`src/rtl/i2s_deserializer_if.sv`:
```
// Parallel-side bundle of the I2S ADC deserializer: serial inputs in, stereo pair and status out.
interface i2s_deserializer_if #(
  parameter int DATALEN = 16
) ();
  logic               lrclk;
  logic               sdin;
  logic [DATALEN-1:0] left_out;
  logic [DATALEN-1:0] right_out;
  logic               sample_valid;
  logic               frame_err;

  modport master (
    input  lrclk,
    input  sdin,
    output left_out,
    output right_out,
    output sample_valid,
    output frame_err
  );

  modport slave (
    output lrclk,
    output sdin,
    input  left_out,
    input  right_out,
    input  sample_valid,
    input  frame_err
  );
endinterface

```
`src/rtl/i2s_deserializer.sv`:
```
// I2S ADC deserializer: captures MSB-first slots in the bclk domain and emits a coherent
// left/right pair with a one-cycle strobe at each frame end, flagging bad slot lengths.
module i2s_deserializer #(
  parameter int DATALEN  = 16,
  parameter int SLOTBITS = 32
) (
  input  logic              bclk,
  input  logic              reset,
  i2s_deserializer_if.master bus
);

  localparam int               CW       = $clog2(SLOTBITS + 2);
  localparam logic [CW-1:0]    CNT_MAX  = CW'(SLOTBITS + 1);
  localparam logic [CW-1:0]    CNT_LAST = CW'(SLOTBITS - 1);
  localparam logic [DATALEN-1:0] MSB_ONE = {1'b1, {(DATALEN-1){1'b0}}};

  typedef enum logic {
    ST_UNSYNC,
    ST_SYNC
  } state_e;

  state_e             state_q, state_d;
  logic               lr_q, lr_d;
  logic [CW-1:0]      cnt_q, cnt_d;
  logic [DATALEN-1:0] word_q, word_d;
  logic [DATALEN-1:0] hold_q, hold_d;
  logic [DATALEN-1:0] left_q, left_d;
  logic [DATALEN-1:0] right_q, right_d;
  logic               valid_q, valid_d;
  logic               err_q, err_d;

  logic               boundary;
  logic [DATALEN-1:0] word_done;

  always_comb begin
    boundary  = (bus.lrclk != lr_q);

    // Bits past DATALEN shift the marker out of the word, which truncates the slot.
    word_done = word_q;
    if (bus.sdin) begin
      word_done = word_q | (MSB_ONE >> cnt_q);
    end

    state_d = state_q;
    lr_d    = bus.lrclk;
    cnt_d   = (cnt_q == CNT_MAX) ? cnt_q : cnt_q + CW'(1);
    word_d  = word_done;
    hold_d  = hold_q;
    left_d  = left_q;
    right_d = right_q;
    valid_d = 1'b0;
    err_d   = 1'b0;

    if (boundary) begin
      cnt_d  = '0;
      word_d = '0;
    end

    case (state_q)
      ST_UNSYNC: begin
        if (boundary) begin
          state_d = ST_SYNC;
        end
      end
      ST_SYNC: begin
        if (boundary) begin
          err_d = (cnt_q != CNT_LAST);
          if (!lr_q) begin
            hold_d = word_done;
          end else begin
            right_d = word_done;
            left_d  = hold_q;
            valid_d = 1'b1;
          end
        end
      end
      default: state_d = ST_UNSYNC;
    endcase
  end

  always_ff @(posedge bclk) begin
    if (reset) begin
      state_q <= ST_UNSYNC;
      lr_q    <= 1'b0;
      cnt_q   <= '0;
      word_q  <= '0;
      hold_q  <= '0;
      left_q  <= '0;
      right_q <= '0;
      valid_q <= 1'b0;
      err_q   <= 1'b0;
    end else begin
      state_q <= state_d;
      lr_q    <= lr_d;
      cnt_q   <= cnt_d;
      word_q  <= word_d;
      hold_q  <= hold_d;
      left_q  <= left_d;
      right_q <= right_d;
      valid_q <= valid_d;
      err_q   <= err_d;
    end
  end

  assign bus.left_out     = left_q;
  assign bus.right_out    = right_q;
  assign bus.sample_valid = valid_q;
  assign bus.frame_err    = err_q;

endmodule
```
`src/flat_wrapper.sv`:
```
// flat-port wrapper written by rule: the top's interface ports become plain ports
module i2s_deserializer_flat 
#(
  parameter int DATALEN  = 16,
  parameter int SLOTBITS = 32
)
  (bclk, reset, bus_lrclk, bus_sdin, bus_left_out, bus_right_out, bus_sample_valid, bus_frame_err);
  i2s_deserializer_if #(.DATALEN(DATALEN)) bus_i ();
  input  logic bclk;
  input  logic reset;
  input wire logic [$bits(bus_i.lrclk)-1:0] bus_lrclk;
  input wire logic [$bits(bus_i.sdin)-1:0] bus_sdin;
  output wire logic [$bits(bus_i.left_out)-1:0] bus_left_out;
  output wire logic [$bits(bus_i.right_out)-1:0] bus_right_out;
  output wire logic [$bits(bus_i.sample_valid)-1:0] bus_sample_valid;
  output wire logic [$bits(bus_i.frame_err)-1:0] bus_frame_err;
  assign bus_i.lrclk = bus_lrclk;
  assign bus_i.sdin = bus_sdin;
  assign bus_left_out = bus_i.left_out;
  assign bus_right_out = bus_i.right_out;
  assign bus_sample_valid = bus_i.sample_valid;
  assign bus_frame_err = bus_i.frame_err;
  i2s_deserializer #(.DATALEN(DATALEN), .SLOTBITS(SLOTBITS)) u_core (.bclk(bclk), .reset(reset), .bus(bus_i));
endmodule
```
`config.mk`:
```
export PLATFORM = sky130hd
export DESIGN_NAME = i2s_deserializer_flat
export DESIGN_NICKNAME = d
export VERILOG_FILES = /design/src/rtl/i2s_deserializer_if.sv /design/src/rtl/i2s_deserializer.sv /design/src/flat_wrapper.sv
export SDC_FILE = /design/constraint.sdc
export NUM_CORES = 1
export LEC_CHECK = 0
export BUFFER_PORTS_ARGS = -buffer_cell sky130_fd_sc_hd__buf_2
export CORE_ASPECT_RATIO = 1.75
export CORE_UTILIZATION = 40
export DETAILED_ROUTE_END_ITERATION = 10
export GPL_ROUTABILITY_DRIVEN = 0
export SYNTH_ARGS = -nofsm -noshare
export SYNTH_HDL_FRONTEND = slang
export SYNTH_SLANG_ARGS = --single-unit
```
`constraint.sdc`:
```
create_clock -name bclk -period 1.7 [get_ports bclk]
set_clock_uncertainty 0.2 [all_clocks]
set_input_delay 0.34 -clock bclk [delete_from_list [all_inputs] [get_ports bclk]]
set_output_delay 0.34 -clock bclk [all_outputs]
set_load 0.03 [all_outputs]
```
==> impl_metrics.py <==
metrics = {
    "place": {
        "hpwl_um": 3925,
        "port_buffers": 37,
    },
    "outcome": {
        "status": "complete, no violations",
    },
    "floorplanning": {
        "io_pins": 38,
        "chipWidth_um": 64.38,
        "placementRows": 39,
        "dieArea_mm2": 0.007157,
        "start_util": 0.4166,
        "die_h_um": 111.2,
        "core-area_mm2": 0.006539,
    },
    "detailed_routing": {
        "totalWireLength_um": 5586,
        "drc_errors": 0,
        "firstDrtPassIters": 4,
        "routedWlPerCell_um": 13.24,
        "ant_nets": 0,
        "avgViaCountPerCell": 4.922,
        "vias": 2077,
        "drtIter0Drc": 98,
    },
    "synthesis": {
        "syn_area_mm2": 0.002724,
        "synth_top_area_share": 0.5439,
        "syn_inst": 289,
        "synth.largest_area_cell": "dfxtp_1",
        "synth.area.top_cells": "dfxtp_1 (54%), a211oi_1 (8.5%), nor2_1 (7.2%)",
        "synth-seq-cells": 74,
        "yosysSeqAreaShare": 0.5439,
        "synth_cell_types": 33,
        "yosys_warnings": 0,
        "syn-num-nets": 297,
        "synth.avg_cell_area_um2": 9.425,
    },
    "min_path": {
        "hold_class": "primary input to flip-flop",
        "whs_endpoint": "u_core.lr_q$_SDFF_PP0_",
        "min_delay_path_depth": 3,
        "min_from": "bus_lrclk",
    },
    "pwr": {
        "p_comb_frac": 0.062,
        "p_int_mw": 3.319,
        "swShare": 0.2103,
        "vdd_ir_drop_max_mv": 0.5909,
        "power_frac_seq": 0.431,
        "power_mw": 4.203,
        "p_per_area_mw_per_mm2": 1212,
        "switching_power_uw": 883.7,
        "clkPwrFrac": 0.507,
        "power.leakage_nw": 1.344,
    },
    "sta": {
        "setup_viol": 0,
        "finalCriticalPeriod_ns": 1.636,
        "drv_slew": 0,
        "hold_slack_ns": 0.08080,
        "hold_violations": 0,
        "setup-tns-final_ns": 0,
        "worst_pin_slew_ns": 0.3460,
        "slew_headroom": 0.7683,
        "min_period_over_period": 0.9622,
        "rsz0062_at_grt": "no",
        "fmax_mhz": 611.3,
    },
    "cells_and_area": {
        "drive_above_1_share": 0.2735,
        "fillers": 631,
        "layout.nets": 343,
        "ff_latch_area_mm2": 0.001484,
        "mostFrequentLayoutCells": "dfxtp_1 (72), nor2_1 (52), buf_2 (37)",
        "syn_to_final_growth_pct": 27.33,
        "final_common_cell": "dfxtp_1",
        "diodes": 0,
        "multi_input_area_mm2": 0.001120,
    },
    "global_routing": {
        "grt.total_usage": 0.1733,
        "grt_max_degree": 53,
        "first_global_vias": 1933,
        "grt_pass1_wl_um": 9259,
        "overflow": 0,
        "grt_antenna_before_repair": 0,
    },
    "worst_setup_path": {
        "end_kind": "flip-flop",
        "arrival_ns": 1.64,
        "worst_setup_path_start_kind": "flip-flop",
        "crit_fanout": 6,
        "r2r.worst_path.cells": 3,
        "path_class": "flip-flop to flip-flop",
        "reg2reg_from": "u_core.cnt_q[4]$_SDFFE_PP0P_",
        "critPathRequiredTime_ns": 1.70,
        "r2r_end": "u_core.hold_q[14]$_SDFFE_PP0P_",
        "ff2ff_setup_slack_ns": 0.06,
        "cp-startpoint": "u_core.cnt_q[4]$_SDFFE_PP0P_",
    },
    "run": {
        "maxCapViolCount": 0,
    },
    "clock_tree": {
        "cts_buffer_depth": 2,
        "cts_hold_buf": 0,
        "clk_latency_ns": 0.33,
        "cts_tree": "done",
        "clk_pin_slew_ns": 0.06,
        "cts.sinks": 74,
        "cts_buffers": 9,
        "cts-root-buf": "clkbuf_16",
        "htreeDepth": 3,
        "post-cts-setup-buffer-count": 0,
    },
}
synthesized netlist by cell type (all sizes together):
master,instances
nand2b,1
ha,4
nor4b,3
and2,2
nand3,3
nor2,52
o21ai,1
xnor2,1
dfxtp,74
a31o,1
clkbuf,12
and4b,1
a41oi,2
or3,1
nand2,35
and3b,1
nor4,3
and4bb,3
a211oi,33
buf,12
xor2,2
inv,5
a31oi,2
a21o,1
a21oi,32
nor3b,2
repair_timing:
action / CTS / global route
hold endpoints to repair: 0 / 0
resized for setup: 0 / 4
setup endpoints to repair: 0 / 15
flip-flops by register name, indices dropped and copies added, names as in the netlist:
| signal | cells |
|---|---|
| u_core.bus.frame_err | 1 |
| u_core.bus.left_out | 16 |
| u_core.bus.right_out | 16 |
| u_core.bus.sample_valid | 1 |
| u_core.cnt_q | 6 |
| u_core.hold_q | 16 |
| u_core.lr_q | 1 |
| u_core.state_q | 1 |
| u_core.word_q | 16 |
critical path: stages, from the launching register on:
cell      delay, ns
dfxtp_1        0.50
and4bb_2       0.34
a31oi_1        0.34
a211oi_1       0.12
cells by family (layout without fill, tap and decap cells):
group / count (synthesis) / count (layout) / share of synthesized area
AO/OA/AOI/OAI: 72 / 72 / 0.1805
AND/OR/NAND/NOR: 107 / 107 / 0.1971
XOR/XNOR: 3 / 3 / 0.009648
adder cells (fa/ha/maj): 4 / 4 / 0.01837
buffers and inverters: 29 / 80 / 0.05053
flip-flops: 74 / 74 / 0.5439
layout make-up:
| type | instances | area share |
|---|---|---|
| Timing Repair Buffer | 59 | 0.1154 |
| Tap cell | 82 | 0.02958 |
| Clock inverter | 7 | 0.03391 |
| Sequential cell | 74 | 0.4278 |
| Inverter | 5 | 0.005411 |
| Clock buffer | 9 | 0.06493 |
| Multi-Input combinational cell | 186 | 0.3229 |
layer usage:
| metal | track usage | wire (um) |
|---|---|---|
| met4 | 0.1111 | 163 |
| met1 | 0.2079 | 2472 |
| met2 | 0.2702 | 2763 |
| met3 | 0.04218 | 187 |
| met5 | 0 | 0 |
worst max-delay path by stage:
stage,cells after the start,end,slack (ns)
6_report,3,u_core.hold_q[14]$_SDFFE_PP0P_,0.06
5_1_grt,3,u_core.bus.right_out[0]$_SDFFE_PP0P_,0.02
4_1_cts,4,u_core.cnt_q[1]$_SDFFE_PP0P_,0.007
3_5_place_dp,4,u_core.cnt_q[1]$_SDFFE_PP0P_,0.01
3_3_place_gp,7,u_core.bus.right_out[2]$_SDFFE_PP0P_,0.09
2_1_floorplan,6,u_core.cnt_q[1]$_SDFFE_PP0P_,0.12
metrics by stage:
step           utilization  instances  cell area [um2]  setup WS (ns)
2_1_floorplan            -        289             2724         0.1242
3_3_place_gp        0.4753        406             3108        0.08707
3_5_place_dp        0.4753        406             3108        0.01126
4_1_cts             0.5277        422             3451       0.007091
5_1_grt             0.5304        422             3468        0.01585
6_report            0.5304        422             3468        0.06418
power by group through the flow:
stage               clock network, mW  logic (mW)  registers, mW
finish                           2.13       0.260           1.81
global route                     2.25       0.287           1.82
CTS                              2.18       0.260           1.81
detailed placement                  0       0.259           1.85
global placement                    0       0.255           1.85
floorplan                           0       0.156           1.87
(Power assumes the default switching activity.)
